<file path="src/rtl/soi_fault_injector.sv">
// soi_fault_injector
//   Injection / observation engine for signals of interest (SOIs). Takes one
//   host command at a time (read, force, flip, release), applies it to one SOI
//   after a programmable delay and for a programmable duration, then returns a
//   response. Sits between the DUT's functional flop outputs and their users.
//
// Ports
//   clk, reset            clock; asynchronous active-high reset
//   req_valid/req_ready   command handshake
//   req_op                0=read 1=force 2=flip 3=release
//   req_idx               target SOI index (out-of-range flagged via rsp_err)
//   req_val               force value
//   req_delay             cycles between accept and application
//   req_dur               override length in cycles, 0 = permanent
//   soi_in / soi_out      functional SOI values / values after override
//   rsp_valid/rsp_ready   response handshake
//   rsp_data, rsp_err     read/applied value, index-out-of-range flag
//   busy                  command in progress
module soi_fault_injector #(
  parameter int N_SOI = 8,
  parameter int IDX_W = 4,
  parameter int CNT_W = 16
) (
  input  logic             clk,
  input  logic             reset,
  input  logic             req_valid,
  output logic             req_ready,
  input  logic [1:0]       req_op,
  input  logic [IDX_W-1:0] req_idx,
  input  logic             req_val,
  input  logic [CNT_W-1:0] req_delay,
  input  logic [CNT_W-1:0] req_dur,
  input  logic [N_SOI-1:0] soi_in,
  output logic [N_SOI-1:0] soi_out,
  output logic             rsp_valid,
  input  logic             rsp_ready,
  output logic             rsp_data,
  output logic             rsp_err,
  output logic             busy
);

  localparam int SEL_W = (N_SOI > 1) ? $clog2(N_SOI) : 1;
  localparam logic [IDX_W:0] N_SOI_X = N_SOI[IDX_W:0];

  typedef enum logic [1:0] {IDLE, WAIT, ACTIVE, RESP} state_t;
  typedef enum logic [1:0] {OP_READ, OP_FORCE, OP_FLIP, OP_RELEASE} op_t;

  state_t             state_q, state_d;
  op_t                op_q, op_d;
  logic [SEL_W-1:0]   sel_q, sel_d;
  logic               val_q, val_d;
  logic [CNT_W-1:0]   dur_q, dur_d;
  logic [CNT_W-1:0]   cnt_q, cnt_d;
  logic [N_SOI-1:0]   mask_q, mask_d;
  logic [N_SOI-1:0]   ovr_q, ovr_d;
  logic               rsp_data_q, rsp_data_d;
  logic               rsp_err_q, rsp_err_d;
  logic               app_val;

  assign soi_out   = (mask_q & ovr_q) | (~mask_q & soi_in);
  assign req_ready = (state_q == IDLE) && !reset;
  assign busy      = (state_q != IDLE);
  assign rsp_valid = (state_q == RESP);
  assign rsp_data  = rsp_data_q;
  assign rsp_err   = rsp_err_q;

  always_ff @(posedge clk or posedge reset) begin
    if (reset) begin
      state_q    <= IDLE;
      op_q       <= OP_READ;
      sel_q      <= '0;
      val_q      <= 1'b0;
      dur_q      <= '0;
      cnt_q      <= '0;
      mask_q     <= '0;
      ovr_q      <= '0;
      rsp_data_q <= 1'b0;
      rsp_err_q  <= 1'b0;
    end else begin
      state_q    <= state_d;
      op_q       <= op_d;
      sel_q      <= sel_d;
      val_q      <= val_d;
      dur_q      <= dur_d;
      cnt_q      <= cnt_d;
      mask_q     <= mask_d;
      ovr_q      <= ovr_d;
      rsp_data_q <= rsp_data_d;
      rsp_err_q  <= rsp_err_d;
    end
  end

  always_comb begin
    state_d    = state_q;
    op_d       = op_q;
    sel_d      = sel_q;
    val_d      = val_q;
    dur_d      = dur_q;
    cnt_d      = cnt_q;
    mask_d     = mask_q;
    ovr_d      = ovr_q;
    rsp_data_d = rsp_data_q;
    rsp_err_d  = rsp_err_q;
    // flip freezes the inverted functional value seen at the application edge
    app_val    = (op_q == OP_FORCE) ? val_q : ~soi_in[sel_q];

    unique case (state_q)
      IDLE: begin
        if (req_valid) begin
          op_d       = op_t'(req_op);
          val_d      = req_val;
          dur_d      = req_dur;
          rsp_data_d = 1'b0;
          if ({1'b0, req_idx} >= N_SOI_X) begin
            rsp_err_d = 1'b1;
            state_d   = RESP;
          end else begin
            rsp_err_d = 1'b0;
            sel_d     = req_idx[SEL_W-1:0];
            cnt_d     = req_delay;
            state_d   = WAIT;
          end
        end
      end

      WAIT: begin
        if (cnt_q != '0) begin
          cnt_d = cnt_q - CNT_W'(1);
        end else begin
          unique case (op_q)
            OP_READ: begin
              rsp_data_d = soi_out[sel_q];
              state_d    = RESP;
            end
            OP_FORCE, OP_FLIP: begin
              mask_d[sel_q] = 1'b1;
              ovr_d[sel_q]  = app_val;
              rsp_data_d    = app_val;
              if (dur_q == '0) begin
                state_d = RESP;
              end else begin
                // ACTIVE clears on its cnt==0 edge, so dur-1 yields dur visible cycles
                cnt_d   = dur_q - CNT_W'(1);
                state_d = ACTIVE;
              end
            end
            OP_RELEASE: begin
              rsp_data_d    = soi_in[sel_q];
              mask_d[sel_q] = 1'b0;
              state_d       = RESP;
            end
            default: state_d = RESP;
          endcase
        end
      end

      ACTIVE: begin
        if (cnt_q == '0) begin
          mask_d[sel_q] = 1'b0;
          state_d       = RESP;
        end else begin
          cnt_d = cnt_q - CNT_W'(1);
        end
      end

      RESP: begin
        if (rsp_ready) state_d = IDLE;
      end

      default: state_d = IDLE;
    endcase
  end

endmodule

</file>
<file path="config.mk">
export PLATFORM = sky130hd
export DESIGN_NAME = soi_fault_injector
export DESIGN_NICKNAME = d
export VERILOG_FILES = /design/src/rtl/soi_fault_injector.sv
export SDC_FILE = /design/constraint.sdc
export NUM_CORES = 1
export LEC_CHECK = 0
export CORE_MARGIN = 3
export CORE_UTILIZATION = 35
export CTS_CLUSTER_SIZE = 14
export DETAILED_ROUTE_END_ITERATION = 8
export PLACE_DENSITY = 0.64
export SLEW_MARGIN = 20
export SYNTH_ARGS = -nofsm -noshare
export SYNTH_HDL_FRONTEND = slang
export SYNTH_SLANG_ARGS = --single-unit
</file>
<file path="constraint.sdc">
create_clock -name clk -period 3.9 [get_ports clk]
set_input_delay 0.585 -clock clk [delete_from_list [all_inputs] [get_ports clk]]
set_output_delay 0.585 -clock clk [all_outputs]
set_load 0.05 [all_outputs]
</file>
# Yosys cells after proc, flatten, opt, wreduce, memory -nomap -nowiden
# Index checks and enable logic that the tools add are counted.
# Widths: inputs -> output; s select.
dict set report op_classes {
  n_reduce_logical 21
  magnitude_cmp 3
  eq_ne 15
  mux 32
  addsub 2
  bitwise 10
}
# operator count
set op_table {}
lappend op_table {{$mux 16} 6}
lappend op_table {{$pmux 16 s3} 1}
lappend op_table {{$logic_not 16->1} 2}
lappend op_table {{$pmux 8 s2} 2}
lappend op_table {{$sub 16x1->16 const B} 2}
lappend op_table {{$and 8x8->8} 3}
lappend op_table {{$mux 8} 2}
lappend op_table {{$not 8->8} 2}
lappend op_table {{$or 8x8->8} 2}
lappend op_table {{$reduce_bool 16->1} 1}
lappend op_table {{$mux 2} 5}
lappend op_table {{$ne 2x2->1 const B} 5}
lappend op_table {{$reduce_and 3->1} 3}
lappend op_table {{$bwmux 8} 1}
lappend op_table {{$eq 2x2->1 const B} 4}
lappend op_table {{$mux 1} 8}
lappend op_table {{$pmux 2 s4} 1}
lappend op_table {{$reduce_and 4->1} 2}
lappend op_table {{$bmux 1 s3} 2}
lappend op_table {{$ne 3x3->1 const B} 2}
lappend op_table {{$reduce_and 6->1} 1}
lappend op_table {{$reduce_bool 2->1} 3}
lappend op_table {{$eq 2x1->1 const B} 2}
lappend op_table {{$ge 4x4->1 const B} 1}
lappend op_table {{other kinds (15)} 20}
dict set report totals {
  wordCells 93
  ff_bits 58
  output_inout_bits 13
  input_bits 51
}

# Logic depth before layout (Yosys ltp)
# Gate-level depths: netlist of the first run.
dict set report depth {
  ltp_word 9
  depth_mapped 10
  mapped_depth_nobuf 8
}

# Worst setup path before layout of the first run
# OpenSTA, ideal clock, no wires.
dict set report synth_path {
  kind {reg2reg}
  from {register state_q[1]}
  to {register cnt_q[4]}
  path_stages_with_launch 10
  setup_slack_ns 1.526
  n_path_buf 2
  arrival_time_ns 2.239
  setup_ns 0.135
  t_required_ns 3.765
  path_cell_list {dfrtp_1 -> inv_1 -> ha_1 -> clkbuf_1 -> inv_1 -> or3_1 -> o311a_1 -> a21oi_2 -> clkbuf_1 -> o21ai_0}
}
dict set report synth_via {
  elab_chain_len 3
  elab_cells_between_ends 11
}
# item line
set synth_rtl {}
lappend synth_rtl {{start: declaration} 48} ;# state_t state_q, state_d;
lappend synth_rtl {{start signal: assignment} 80} ;# state_q <= state_d;
lappend synth_rtl {{$eq 2x1->1, or another cell as far along} 107} ;# unique case (state_q)
lappend synth_rtl {{$ne 3x3->1 (no source line), or another cell as far along} -}
lappend synth_rtl {{$reduce_and 6->1 (no source line)} -}
lappend synth_rtl {{end signal: assignment} 85} ;# cnt_q <= cnt_d;
lappend synth_rtl {{end: declaration} 53} ;# logic [CNT_W-1:0] cnt_q, cnt_d;
# Several ways; a longest one is shown, not always the timed one.
# A chain may end at the register's enable or synchronous reset.

# Worst setup path in the final report of the first run
dict set report layout_path {
  from {register state_q[1]}
  to {register cnt_q[10]}
}
# Same word-level chain as after synthesis.

==> results.txt, run 1 <==
status - complete, no violations
Routed Antenna Nets - 0
Clock Latency Late Sink - 330 ps
GRT overflow - 0
period utilization - 75.05%
VDD IR-drop max - 0.3625 mV
max cap viols - 0
DR WL/cell - 16.21 um
Worst setup SP type - register
worst hold margin - 504.6 ps
initial antenna violation count - 0
Distinct cells, synth - 53
GRT Overall Usage - 16.63%
Mapped Area - 3705 um2
Die X-Extent - 108.9 um
H-tree depth - 3
clock sink count - 58
RSZ-0062 raised after global routing - no
Layout area overhead - 26.55%
top-count cell post-synth - dfrtp_1
CTS Buf Count - 9
register area share after synthesis - 39.18%
Final Critical Period - 2927 ps
Final Setup Violations - 0
f_max - 341.7 MHz
Mapped Avg Cell Area - 9.673 um2
most common flop cell mapped by yosys - dfrtp_1
Final Hold Viols - 0
top cells by count, synth - 58 x dfrtp_1, 45 x mux2_2, 34 x nand2_1
leakage power - 1.776 nW
flops & latches, synth - 58
CP max FO - 25
slew margin rel. - 35.99%
Final HPWL DP - 7178 um
Post-Syn Nets - 444
synth top area cells - dfrtp_1 39%, mux2_2 14%, o21ai_0 3.9%
CTS tree - built
share of cells above drive strength 1 - 16.85%
area share of the largest cell type after synthesis - 39.18%
clock tree buffer depth - 2
number of hold buffers added after cts - 0
via density per instance - 5.397
area leader, netlist - dfrtp_1
Core ar. - 10040 um2
Initial Util - 36.88%
final WL - 9465 um
I/O Buffers - 63
Hold WC Path Type - reg2reg
first-pass GRT wire length - 15530 um
GP Congestion - 0.9412
TritonRoute pass-1 iters - 4
CP Class - reg2reg
Mapped Cells - 383
Setup Fix Bufs, Post-CTS - 0
DRC viols - 0
largest net degree at the start of global routing - 34
max-slew violations - 0
synth warn - 0
Worst Setup End Kind - register
1st-iter DRT viols - 196
final net count - 507
# diodes - 0
die area - 11860 um2
# rows - 36
die height - 108.9 um
share of flip-flops with an asynchronous set or reset - 100.0%
CTS Root Cell - clkbuf_8
Reg clk slew, reported paths - 70 ps
EDFF count, synth - 0
Setup Total Neg Slack - 0 ps
routed vias - 3152
required time of the critical path - 4120 ps
vias in the first global route - 3096
Critical Path AT - 3150 ps
Util after Layout - 46.67%
worst-margin pin slew - 960.2 ps
PostCTS Resize Cnt - 0
PD cells - 836.1 nW/um2
io pins - 64
Final Skew - 5.842 ps
[cell usage in the layout (no fill, tap or decap), types with 4 or more instances in the layout]
cell / instances
a22oi_1: 5
nor2b_1: 4
nor2_1: 32
or4_1: 4
nand2b_1: 10
a21oi_1: 7
o221ai_1: 7
inv_1: 15
clkdlybuf4s50_1: 63
ha_1: 10
o21ai_0: 29
nand3_1: 12
clkbuf_8: 10
xnor2_1: 8
xor2_1: 13
nand2_1: 34
o22ai_1: 6
nor3_1: 10
dfrtp_1: 58
nand4_1: 4
nor4_1: 7
nor3b_1: 5
mux2_2: 45
or3_1: 4
[report_power, final]
group | switching, mW | leakage [nW] | total, mW | internal, mW
Sequential | 0.352 | 0.678 | 1.22 | 0.870
Combinational | 1.18 | 0.988 | 2.08 | 0.892
Clock | 0.246 | 0.109 | 0.622 | 0.375
Total | 1.78 | 1.78 | 3.92 | 2.14
[stage by stage]
step / cell area, um2 / instances / power (mW) / setup WS, ps
after detailed placement: 4469 / 568 / 3.294 / 938.6
after global placement: 4469 / 568 / 3.235 / 1081
after global routing: 4688 / 584 / 4.216 / 702.3
after CTS: 4688 / 584 / 3.929 / 939.9
final: 4688 / 584 / 3.920 / 973.2
after floorplan: 3705 / 383 / 2.715 / 1526
[area by class of cell]
| type | instances | area [um2] |
|---|---|---|
| Fill cell | 966 | 5356 |
| Multi-Input combinational cell | 295 | 2138 |
| Sequential cell | 58 | 1451 |
| Timing Repair Buffer | 66 | 653.1 |
| Tap cell | 133 | 166.4 |
| Clock buffer | 11 | 141.4 |
| Clock inverter | 5 | 77.57 |
| Inverter | 16 | 60.06 |
[layer usage]
layer | vias to the layer above | part of all wire [%] | global-route usage [%]
met5 | - | 0 | 0
met1 | 1534 | 48 | 24.34
met4 | 0 | 1.4 | 6.402
li1 | 1527 | - | -
met2 | 78 | 46 | 24.39
met3 | 13 | 4.9 | 2.842
[final timing paths]
check / slack, ps / depth (start not counted) / startpoint / to
hold reg to reg: 500 / 1 / ovr_q[4] / ovr_q[4]
setup reg to reg: 970 / 8 / state_q[1] / cnt_q[10]
setup / recovery: 970 / 8 / state_q[1] / cnt_q[10]
hold / removal: 500 / 1 / ovr_q[4] / ovr_q[4]
max in group asynchronous: 2390 / 3 / reset / cnt_q[4]
min in group asynchronous: 700 / 2 / reset / rsp_err
[cell families after synthesis]
| group | Yosys count | synth area share [%] |
|---|---|---|
| flip-flops | 58 | 39.18 |
| AO/OA/AOI/OAI | 73 | 12.97 |
| AND/OR/NAND/NOR | 138 | 19.45 |
| adder cells (fa/ha/maj) | 10 | 3.377 |
| buffers and inverters | 30 | 3.107 |
| XOR/XNOR | 21 | 4.965 |
| multiplexers | 53 | 16.95 |
[worst max-delay path, cell delays in order (launching register included)]
cell and delay (ps):
dfrtp_1 420, inv_1 90, ha_1 360, inv_1 180, or3_1 370, o311a_1 320
a21oi_2 700, nor2_1 130, a22o_1 240
No activity file was read; power rests on OpenSTA's default activity.
==> run 2, diff against run 1 <==
==> constraint.sdc (replaced) <==
create_clock -name clk -period 2.83 [get_ports clk]
set_input_delay 0.4245 -clock clk [delete_from_list [all_inputs] [get_ports clk]]
set_output_delay 0.4245 -clock clk [all_outputs]
set_load 0.05 [all_outputs]
==> results.txt, run 2 (synthesis results as in run 1) <==
Final Setup Violations - 0 (unchanged)
share of cells above drive strength 1 - 18.12% (was 16.85%)
clock tree buffer depth - 2 (unchanged)
clock sink count - 58 (unchanged)
commonest non-fill, non-tap cell in the layout - clkdlybuf4s50_1 (unchanged)
Combinational Power Share - 54.1% (was 53.0%)
CP max FO - 7 (was 25)
1st-iter DRT viols - 163 (was 196)
Post-DP Area - 4547 um2 (was 4469 um2)
GRT overflow - 0 (unchanged)
Initial Util - 36.88% (unchanged)
leakage power - 1.819 nW (was 1.776 nW)
Routed Antenna Nets - 0 (unchanged)
largest net degree at the start of global routing - 31 (was 34)
Reg clk slew, reported paths - 70 ps (about the same)
io pins - 64 (unchanged)
VDD IR-drop max - 0.5066 mV (was 0.3625 mV)
status - complete, no violations (unchanged)
DR WL/cell - 16.17 um (was 16.21 um)
# rows - 36 (unchanged)
Layout area overhead - 28.64% (was 26.55%)
Setup Total Neg Slack - 0 ps (unchanged)
DRC viols - 0 (unchanged)
CP Class - reg2out (was reg2reg)
P_sw - 2.486 mW (was 1.783 mW)
PD cells - 1160 nW/um2 (was 836.1 nW/um2)
Final Skew - 9.411 ps (was 5.842 ps)
CTS Root Cell - clkbuf_8 (unchanged)
leading cell types in the layout, fill and taps excluded - 63 x clkdlybuf4s50_1, 58 x dfrtp_1, 45 x mux2_2, 34 x nand2_1, 32 x nor2_1 (unchanged)
PostCTS Resize Cnt - 0 (unchanged)
TritonRoute pass-1 iters - 5 (was 4)
vias in the first global route - 3235 (was 3096)
RSZ-0062 raised after global routing - no (unchanged)
Int Power - 3.041 mW (was 2.137 mW)
GP Congestion - 0.9225 (was 0.9412)
worst-margin pin slew - 648.4 ps (was 960.2 ps)
Clock Latency Late Sink - 340 ps (was 330 ps)
final WL - 9554 um (was 9465 um)
switching part of the total - 44.98% (was 45.47%)
initial antenna violation count - 0 (unchanged)
first-pass GRT wire length - 15750 um (was 15530 um)
Worst Setup End Kind - primary output (was register)
Finished Layout Cells - 591 (was 584)
required time of the critical path - 2410 ps (was 4120 ps)
routed vias - 3155 (was 3152)
# diodes - 0 (unchanged)
Hold WC Path Type - reg2reg (unchanged)
slew margin rel. - 56.71% (was 35.99%)
GRT Overall Usage - 16.91% (was 16.63%)
Util after Layout - 47.45% (was 46.67%)
Sequential Power Share - 30.2% (was 31.2%)
post-route cell area - 4766 um2 (was 4688 um2)
Worst setup SP type - register (unchanged)
die height - 108.9 um (unchanged)
post-placement cell count - 575 (was 568)
number of hold buffers added after cts - 0 (unchanged)
final net count - 514 (was 507)
period utilization - 92.81%
Setup Fix Bufs, Post-CTS - 0 (unchanged)
I/O Buffers - 63 (unchanged)
f_max - 380.7 MHz
Clk pwr share - 15.7% (was 15.9%)
max-slew violations - 0 (unchanged)
Critical Path AT - 2200 ps (was 3150 ps)
via density per instance - 5.338 (was 5.397)
die area - 11860 um2 (unchanged)
Final HPWL DP - 7309 um (was 7178 um)
Die X-Extent - 108.9 um (unchanged)
max cap viols - 0 (unchanged)
H-tree depth - 3 (unchanged)
Core ar. - 10040 um2 (unchanged)
CTS Buf Count - 9 (unchanged)
Final Hold Viols - 0 (unchanged)
CTS tree - built (unchanged)
Final Critical Period - 2627 ps
==> run 2: cell types whose count changed in the layout (fill, tap and decap cells not counted) <==
cell	delta
buf_4	+5
buf_12	+2
==> run 2: power groups by stage <==
stage / Sequential, mW / Clock, mW / Combinational (mW)
global placement: 1.66 / 0 / 2.94
global route: 1.73 / 0.922 / 3.30
detailed placement: 1.68 / 0 / 2.98
CTS: 1.66 / 0.885 / 2.99
finish: 1.67 / 0.869 / 2.99
floorplan: 1.55 / 0 / 2.20
==> run 2: routing by layer <==
| metal | wire (um) | global-route usage, % | up-vias |
|---|---|---|---|
| met2 | 4373 | 26.23 | 95 |
| met3 | 541 | 4.026 | 6 |
| li1 | - | - | 1534 |
| met4 | 93 | 4.599 | 0 |
| met1 | 4546 | 23.61 | 1520 |
| met5 | 0 | 0 | - |
==> run 2: path summary, 6_finish.rpt <==
kind | depth (start not counted) | slack (ps) | start | endpoint
max | 5 | 200 | state_q[0] | req_ready
max in group asynchronous | 3 | 1710 | reset | ovr_q[5]
max reg2reg | 7 | 360 | cnt_q[0] | ovr_q[3]
min reg2reg | 1 | 510 | ovr_q[2] | ovr_q[2]
min | 1 | 510 | ovr_q[2] | ovr_q[2]
min in group asynchronous | 2 | 520 | reset | rsp_err
==> run 2: through the flow <==
step           setup slack [ps]  total power [mW]  hold WS [ps]
6_report                  203.4             5.527         513.9
4_1_cts                   173.2             5.542         519.3
3_5_place_dp              222.9             4.661         500.3
3_3_place_gp              300.5             4.606         491.9
2_1_floorplan             456.2             3.742         458.5
5_1_grt                   27.40             5.959         533.3
==> run 2: cell type report <==
cell class | count | area [um2]
Fill cell | 950 | 5279
Multi-Input combinational cell | 295 | 2138
Sequential cell | 58 | 1451
Timing Repair Buffer | 73 | 730.7
Tap cell | 133 | 166.4
Clock buffer | 11 | 141.4
Clock inverter | 5 | 77.57
Inverter | 16 | 60.06
==> run 2: critical path: stages (launching register included) <==
cell and delay (ps):
dfrtp_1 410, inv_1 110, ha_1 300, inv_1 120, nor2_1 110, clkdlybuf4s50_1 800
